==> config.mk <==
export PLATFORM = sky130hd
export DESIGN_NAME = adaptive_step_ctrl
export DESIGN_NICKNAME = d
export VERILOG_FILES = /design/src/rtl/adaptive_step_ctrl.sv
export SDC_FILE = /design/constraint.sdc
export NUM_CORES = 1
export LEC_CHECK = 0
export CORE_MARGIN = 1.5
export CORE_UTILIZATION = 24
export DETAILED_ROUTE_END_ITERATION = 12
export PLACE_DENSITY = 0.45
export SYNTH_ARGS = -nofsm -noshare
export SYNTH_HDL_FRONTEND = slang
export SYNTH_SLANG_ARGS = --single-unit
==> constraint.sdc <==
create_clock -name clk -period 12.85 [get_ports clk]
set_input_delay 1.285 -clock clk [delete_from_list [all_inputs] [get_ports clk]]
set_output_delay 1.285 -clock clk [all_outputs]
set_load 0.01 [all_outputs]
==> src/rtl/adaptive_step_ctrl.sv <==
// Adaptive step-size controller: compares full-step and two-half-step estimates
// per channel, then accepts/rejects the step and grows or halves h accordingly.
module adaptive_step_ctrl #(
   parameter int WIDTH      = 16,
   parameter int FRAC       = 8,
   parameter int N_CH       = 2,
   parameter int MAX_REJ    = 4,
   parameter int GROW_SHIFT = 4
) (
   input  logic                    clk,
   input  logic                    reset,
   input  logic                    start,
   input  logic                    h_load,
   input  logic [WIDTH-1:0]        h_in,
   input  logic [N_CH*WIDTH-1:0]   coarse_in,
   input  logic [N_CH*WIDTH-1:0]   fine_in,
   input  logic [WIDTH-1:0]        tol_in,
   input  logic [WIDTH-1:0]        h_min,
   input  logic [WIDTH-1:0]        h_max,
   output logic                    busy,
   output logic                    done,
   output logic                    accept,
   output logic                    inc_time,
   output logic [WIDTH-1:0]        h_out,
   output logic [WIDTH-1:0]        err_max,
   output logic [2:0]              exc
);

   localparam int CW = (N_CH > 1) ? $clog2(N_CH) : 1;
   localparam int RW = $clog2(MAX_REJ + 1);
   localparam logic [WIDTH:0]   MAX_POS   = {2'b00, {(WIDTH-1){1'b1}}};
   localparam logic [WIDTH-1:0] SAT_VAL   = {1'b0, {(WIDTH-1){1'b1}}};
   localparam logic [RW-1:0]    REJ_LIMIT = RW'(MAX_REJ);

   // Fixed-point scaling is implicit; FRAC only has to leave at least one integer bit.
   if (FRAC >= WIDTH || WIDTH < 2 || N_CH < 1 || MAX_REJ < 1) begin : gBadParams
      $error("adaptive_step_ctrl: illegal parameter combination");
   end

   typedef enum logic [1:0] {IDLE, ACCUM, DECIDE, DONE} stateT;

   stateT state, stateNext;

   logic [N_CH*WIDTH-1:0]     coarseReg, fineReg;
   logic [WIDTH-1:0]          tolReg;
   logic signed [WIDTH-1:0]   hReg, hMinReg, hMaxReg;
   logic [CW-1:0]             chIdx;
   logic [WIDTH-1:0]          curMax, errReg;
   logic [RW-1:0]             rejCnt;
   logic                      acceptReg;
   logic [2:0]                excReg;

   logic                      lastCh;
   logic signed [WIDTH-1:0]   cSel, fSel;
   logic signed [WIDTH:0]     diff;
   logic [WIDTH:0]            absDiff;
   logic                      absOvf;
   logic [WIDTH-1:0]          absSat, maxNext;

   logic                      reject, growOk, clampHit, dblOvf, limitHit;
   logic signed [WIDTH-1:0]   hHalf, hDouble, hNext;
   logic [RW-1:0]             rejNext;

   // State register
   always_ff @(posedge clk) begin
      if (reset) begin
         state <= IDLE;
      end else begin
         state <= stateNext;
      end
   end

   // Next-state and handshake outputs; a load request in IDLE takes priority over start
   always_comb begin
      stateNext = state;
      busy      = 1'b1;
      done      = 1'b0;
      case (state)
         IDLE: begin
            busy = 1'b0;
            if (start && !h_load) stateNext = ACCUM;
         end
         ACCUM:   if (lastCh) stateNext = DECIDE;
         DECIDE:  stateNext = DONE;
         DONE: begin
            done      = 1'b1;
            stateNext = IDLE;
         end
         default: stateNext = IDLE;
      endcase
   end

   // Per-channel error: difference at one extra bit, magnitude saturated to max positive
   always_comb begin
      lastCh  = (chIdx == CW'(N_CH - 1));
      cSel    = coarseReg[chIdx*WIDTH +: WIDTH];
      fSel    = fineReg[chIdx*WIDTH +: WIDTH];
      diff    = {cSel[WIDTH-1], cSel} - {fSel[WIDTH-1], fSel};
      absDiff = diff[WIDTH] ? -diff : diff;
      absOvf  = (absDiff > MAX_POS);
      absSat  = absOvf ? SAT_VAL : absDiff[WIDTH-1:0];
      maxNext = (absSat > curMax) ? absSat : curMax;
   end

   // Step decision: halve on reject (bounded by h_min), double on a comfortably small error
   always_comb begin
      reject   = (errReg > tolReg);
      growOk   = (errReg <= (tolReg >> GROW_SHIFT));
      hHalf    = hReg >>> 1;
      hDouble  = hReg <<< 1;
      dblOvf   = (hReg[WIDTH-1] != hReg[WIDTH-2]);
      clampHit = reject && (hHalf < hMinReg);
      hNext    = hReg;
      rejNext  = '0;
      if (reject) begin
         hNext   = clampHit ? hMinReg : hHalf;
         rejNext = (rejCnt == REJ_LIMIT) ? rejCnt : rejCnt + RW'(1);
      end else if (growOk) begin
         if (dblOvf || (hDouble > hMaxReg)) hNext = hMaxReg;
         else                               hNext = hDouble;
      end
      limitHit = reject && (rejNext == REJ_LIMIT);
   end

   // Datapath registers; tolerance is stored already clamped to be non-negative
   always_ff @(posedge clk) begin
      if (reset) begin
         coarseReg <= '0;
         fineReg   <= '0;
         tolReg    <= '0;
         hReg      <= '0;
         hMinReg   <= '0;
         hMaxReg   <= '0;
         chIdx     <= '0;
         curMax    <= '0;
         errReg    <= '0;
         rejCnt    <= '0;
         acceptReg <= 1'b0;
         excReg    <= '0;
      end else begin
         case (state)
            IDLE: begin
               if (h_load) begin
                  hReg <= $signed(h_in);
               end else if (start) begin
                  coarseReg <= coarse_in;
                  fineReg   <= fine_in;
                  hMinReg   <= $signed(h_min);
                  hMaxReg   <= $signed(h_max);
                  chIdx     <= '0;
                  curMax    <= '0;
                  if (tol_in[WIDTH-1]) begin
                     tolReg    <= '0;
                     excReg[0] <= 1'b1;
                  end else begin
                     tolReg <= tol_in;
                  end
               end
            end
            ACCUM: begin
               curMax <= maxNext;
               chIdx  <= chIdx + CW'(1);
               if (absOvf) excReg[0] <= 1'b1;
               if (lastCh) errReg <= maxNext;
            end
            DECIDE: begin
               hReg      <= hNext;
               acceptReg <= !reject;
               rejCnt    <= rejNext;
               if (clampHit) excReg[1] <= 1'b1;
               if (limitHit) excReg[2] <= 1'b1;
            end
            default: ;
         endcase
      end
   end

   assign accept   = acceptReg;
   assign inc_time = done & acceptReg;
   assign h_out    = hReg;
   assign err_max  = errReg;
   assign exc      = excReg;

endmodule

### Word level (Yosys, flattened, before mapping)

Index checks and enable logic that the tools add are counted.

| storage, ports and cells | value |
|---|---|
| logic and storage cells | 91 |
| output and inout bits | 39 |
| input port bits | 132 |
| flip-flop bits (word level) | 170 |

| cells by class | value |
|---|---|
| add/sub/neg operators | 4 |
| reductions and logical operators | 18 |
| $lt $le $gt $ge | 6 |
| multiplexer cells | 28 |
| shift operators | 2 |
| bitwise operators | 2 |
| eq/ne operators | 15 |

Operators with widths:

| operator | count |
|---|---|
| 2-to-1 mux 16 bit | 9 |
| one-hot mux 16 bit (2 select lines) | 2 |
| indexed part select 32 x 6 -> 16 bit | 2 |
| > comparator 16 bit | 3 |
| > comparator 17 x 15 -> 1 bit, second input constant | 1 |
| 2-to-1 mux 17 bit | 1 |
| negation 17 bit | 1 |
| subtractor 16 x 16 -> 17 bit | 1 |
| <= comparator 16 x 12 -> 1 bit | 1 |
| less-than comparator 15 x 16 -> 1 bit | 1 |
| 2-to-1 mux 15 bit | 1 |
| inequality test 2 bit, second input constant | 7 |
| AND reduction 3 bit | 3 |
| 2-to-1 mux 1 bit | 8 |
| one-hot mux 2 bit (4 select lines) | 1 |
| AND reduction 2 bit | 4 |
| == test 3 bit, second input constant | 2 |
| 2-to-1 mux 3 bit | 2 |
| inequality test 3 bit, second input constant | 2 |
| AND reduction 5 bit | 1 |
| == test 2 bit, second input constant | 2 |
| 2-to-1 mux 2 bit | 2 |
| one-hot mux 1 bit (2 select lines) | 2 |
| AND reduction 4 bit | 1 |
| 11 further kinds | 15 |

### Depth between registers and ports, before layout

| logic depth | value |
|---|---|
| depth after elaboration | 9 |
| mapped depth | 28 |
| depth with buffers taken out | 24 |

### Least setup slack after synthesis

OpenSTA, ideal clock, no wires.

| timing path | value |
|---|---|
| kind | flip-flop to flip-flop |
| start point | reg chIdx |
| end point | reg curMax[10] |
| arrival | 6906 ps |
| library setup time | 60 ps |
| required time | 12790 ps |
| path slack | 5885 ps |
| clock period less this slack | 6965 ps |
| cell stages (with the launch flop) | 28 |
| buffers on the path | 4 |
| path through | dfxtp_1 -> clkbuf_1 -> clkbuf_1 -> mux2i_1 -> ha_1 -> inv_1 -> fa_1 -> a211oi_1 -> o21bai_1 -> o31ai_2 -> xor2_1 -> nor4b_2 -> or4b_4 -> or4_4 -> nand4_4 -> buf_8 -> o21ai_2 -> ha_1 -> a21o_1 -> a21o_1 -> a211oi_1 -> o21ai_0 -> a221oi_1 -> a21oi_1 -> mux2_2 -> a21oi_1 -> clkbuf_1 -> a22o_1 |

| between the ends | value |
|---|---|
| cells in the longest elaborated chain, start to end | 9 |

RTL lines:

| item | RTL line | source |
|---|---|---|
| start: declaration | 47 | `logic [CW-1:0] chIdx;` |
| start signal: assignment | 162 | `chIdx <= chIdx + CW'(1);` |
| indexed part select 32 x 6 -> 16 bit, on equally long branches | 96, 97 |  |
| subtractor 16 x 16 -> 17 bit (*) | 98 | `diff = {cSel[WIDTH-1], cSel} - {fSel[WIDTH-1], fSel};` |
| negation 17 bit | 99 | `absDiff = diff[WIDTH] ? -diff : diff;` |
| 2-to-1 mux 17 bit (*) | 99 |  |
| > comparator 17 x 15 -> 1 bit | 100 | `absOvf = (absDiff > MAX_POS);` |
| 2-to-1 mux 16 bit (*) | 101 | `absSat = absOvf ? SAT_VAL : absDiff[WIDTH-1:0];` |
| > comparator 16 bit | 102 | `maxNext = (absSat > curMax) ? absSat : curMax;` |
| 2-to-1 mux 16 bit (*) | 102 |  |
| one-hot mux 16 bit (2 select lines) (*) | 141 | `case (state)` |
| end signal: assignment | 161 | `curMax <= maxNext;` |
| end: declaration | 48 | `logic [WIDTH-1:0] curMax, errReg;` |

Mark *: on every way between the ends. The rest lies on a longest branch, timed or not.
A chain may end at the register's enable or synchronous reset.

### Worst setup path after layout

| timing path | value |
|---|---|
| start point | reg chIdx |
| end point | reg curMax[9] |

The elaborated chain is that of the path after synthesis.

==> metrics.cfg <==
[sta]
tns_ps = 0
worstMarginPinSlew_ps = 1010
setup-violations-final = 0
timing.final.crit_period_ps = 7570
skew_ps = 20.0
hold_violations = 0
drv_slew = 0
min_period_over_period_pct = 58.9
fmax_mhz = 132
rsz0062_at_grt = no
slew_headroom_pct = 32.3

[pwr]
p_leak_nw = 4.92
peakVddDrop_uv = 105
power-per-cell-area_nw_per_um2 = 242
p_sw_share_pct = 47.0
seqPwrFrac_pct = 21.6
power_frac_comb_pct = 61.1
p_int_mw = 1.69
p_clk_share_pct = 17.2
p_sw_mw = 1.50

[synthesis]
synth_edf_count = 0
synth_xor_area_share_pct = 2.19
yosysTopAreaCell = dfxtp_1
syn_area_um2 = 10400
syn_nets = 1530
synthFlopType = dfxtp_1
ys_seq_area_share_pct = 32.6
ys_warn_count = 0
synthMuxAreaShare_pct = 6.56
synth-compound-area-share_pct = 24.4
synthAdderAreaFrac_pct = 11.6
async_flop_share_pct = 0
yosys.area_share.simple_pct = 16.7
avgSynthCellArea_um2 = 7.97
synth.area.top_cells = dfxtp_1 33%, ha_1 11%, a21oi_1 8.9%
synthCells = 1302
yosysTopAreaCellShare_pct = 32.6
synth_top_family_by_area = compound AO/OA/AOI/OAI gates
ys_ff_latch = 169
yosysUniqueCellTypes = 72

[route]
num_vias = 9422
ant_nets = 0
dr.first_iter.drc_count = 493
drc = 0
vias_per_cell = 4.68
wl_mm = 33.4
firstDrtPassIters = 5
wl_per_cell_um = 16.6

[clock_network]
ctsHoldBuffers = 0
clock_path_buffers = 2
cts_resized = 0
worstSkewPairLatency_ps = 470
h-tree-depth = 4
tritoncts = done
cts.sinks = 169
cts_buffers = 17
root_buffer = clkbuf_16
clk_pin_slew_ps = 70
post_cts_buffers = 0

[grt]
grt_pass1_vias = 9300
grt_use_total_pct = 15.2
grt_max_degree = 78
grt_pass1_wl_mm = 52.4
grt_antenna_before_repair = 1
grt-ovfl-total = 0

[die]
dieArea_um2 = 44500
coreArea_um2 = 42300
fp.dieW_um = 211
rows = 75
io_pins = 171
initial_core_util_pct = 24.5
die_h_um = 211

[setup_path]
cp_data_arrival_time_ps = 7970
reg2reg_slack_ps = 5280
critPathLaunchType = flop
cp_max_fo = 37
critPathMaxStageDelay_ps = 860
crit_type = reg2reg
cp_num_buf_inv = 3
r2r-start = chIdx
critPathSlowestCell = nor3_2
crit_chain = buf_4 -> mux2i_1 -> ha_1 -> inv_1 -> fa_1 -> a211oi_1 -> o21bai_1 -> o31ai_2 -> xor2_1 -> nor4b_2 -> or4b_4 -> or4_4 -> nand4_4 -> o21ai_2 -> ha_1 -> nand4_1 -> nor2_1 -> a211oi_1 -> o21ai_0 -> a221oi_1 -> a21oi_1 -> inv_1 -> nor3_2 -> a22o_1
reg2reg_to = curMax[9]
r2r_cells = 24
path_delay_family = simple AND/OR/NAND/NOR gates
worstSetupEndpointType = flop
required_ps = 13250
crit_path_start = chIdx

[hold_path]
hold_path_class = reg2reg
whs_path_depth = 2
min_to = tolReg[12]
worstHoldStart = tolReg[12]

[cells_and_area]
syn_to_final_growth_pct = 27.4
diodes = 0
drive_gt1_share_pct = 7.52
final_cell_count_no_fill = 2014
nets = 1652
final_util_pct = 31.2

[placement]
port_buffers = 170
dp_hpwl_mm = 24.6
place_inst = 1982
gp_congestion = 0.811

[status]
outcome = finished clean

[run]
drv_cap = 0

[registers in the layout (all words and copies together), names as in the netlist]
signal / flops
state: 2
accept: 1
chIdx: 1
fineReg: 32
err_max: 16
exc: 3
h_out: 16
tolReg: 15
rejCnt: 3
hMaxReg: 16
curMax: 16
coarseReg: 32
hMinReg: 16
[worst max path at each step]
stage                             to  slack (ps)  cells past startpoint
after floorplan           curMax[10]        5880                     27
after global placement     curMax[3]        5470                     24
after detailed placement  curMax[11]        5330                     24
after CTS                  curMax[5]        5230                     24
after global routing       curMax[9]        4540                     24
final                      curMax[9]        5280                     24
[synth_stat cells (all sizes together), types with 3 or more instances]
library cell and count:
ha 95, and4 4, inv 78, mux2 32, a21o 41, nand2 246
a21oi 186, clkbuf 75, o21bai 3, o21a 8, a211oi 13, a221oi 4
or3 4, a22o 15, buf 4, o21ai 64, xor2 12, o31ai 6
nor3 10, a41oi 3, nand3 15, o211ai 20, mux2i 32, dfxtp 169
xnor2 14, nor2b 9, nor2 34, nand2b 7, and3 5, nand4 9
a31oi 28, nand4b 4, nand3b 17, and2 7
[per-layer routing]
metal | share of wire [%] | track usage, % | vias to the layer above
li1 | - | - | 4842
met1 | 52 | 21.5 | 4357
met2 | 43 | 23.1 | 205
met3 | 4.7 | 3.30 | 16
met4 | 1.0 | 4.11 | 2
met5 | 0.027 | 0 | -
[power groups by stage]
stage               combinational [mW]  clock (mW)  sequential, mW
CTS                               1.96       0.571           0.695
floorplan                         1.41           0           0.683
finish                            1.96       0.551           0.692
global route                      2.18       0.590           0.707
global placement                  1.95           0           0.708
detailed placement                1.95           0           0.706
[metrics by stage]
step / instance area [um^2] / hold WS (ps) / total power, mW / setup slack [ps]
6_report: 13200 / 454 / 3.20 / 5280
5_1_grt: 13200 / 464 / 3.48 / 4540
4_1_cts: 13200 / 456 / 3.23 / 5230
3_5_place_dp: 12600 / 445 / 2.66 / 5330
3_3_place_gp: 12600 / 442 / 2.66 / 5470
2_1_floorplan: 10400 / 430 / 2.09 / 5880
[kinds of logic (layout without fill, tap and decap cells)]
| group | count (synthesis) | after routing |
|---|---|---|
| DFF | 169 | 169 |
| other | 1 | 1 |
| adders and majority gates | 96 | 96 |
| xor gates and xnor gates | 26 | 26 |
| AOI/OAI and AO/OA | 410 | 410 |
| muxes | 64 | 64 |
| and+or+nand+nor | 378 | 378 |
| buffers and inverters | 158 | 293 |
[area by class of cell]
| class | count | area, um^2 |
|---|---|---|
| Clock inverter | 15 | 180 |
| Tap cell | 577 | 722 |
| Inverter | 79 | 297 |
| Timing Repair Buffer | 182 | 1790 |
| Sequential cell | 169 | 3380 |
| Clock buffer | 17 | 425 |
| Fill cell | 4526 | 29100 |
| Multi-Input combinational cell | 975 | 6420 |
[worst reg2reg max path, stage by stage (launching register included)]
cell and delay, ps:
dfxtp_2 310, buf_4 440, mux2i_1 310, ha_1 190, inv_1 50, fa_1 420, a211oi_1 300, o21bai_1 200
o31ai_2 230, xor2_1 270, nor4b_2 460, or4b_4 540, or4_4 570, nand4_4 290, o21ai_2 110, ha_1 310
nand4_1 110, nor2_1 110, a211oi_1 60, o21ai_0 170, a221oi_1 100, a21oi_1 590, inv_1 260, nor3_2 860
a22o_1 270
[cell usage in the layout, fill, tap and decap left out, types with 5 or more instances in the layout]
cell	n
mux2_2	32
inv_1	78
nand4_1	8
a211oi_1	12
o21ai_0	45
a21o_1	41
a22o_1	15
nor2_1	33
o21a_1	8
nor2b_1	9
xor2_1	12
o211ai_1	20
and2_1	5
xnor2_1	14
nand3_1	14
o21ai_1	8
clkbuf_16	17
nand2b_1	7
dfxtp_1	168
a31oi_1	28
ha_1	95
mux2i_1	32
nor3_1	9
a21oi_1	184
nand2_1	246
clkdlybuf4s50_1	169
buf_4	13
inv_6	5
nand3b_1	17
o21ai_2	11
(Power assumes the default switching activity.)
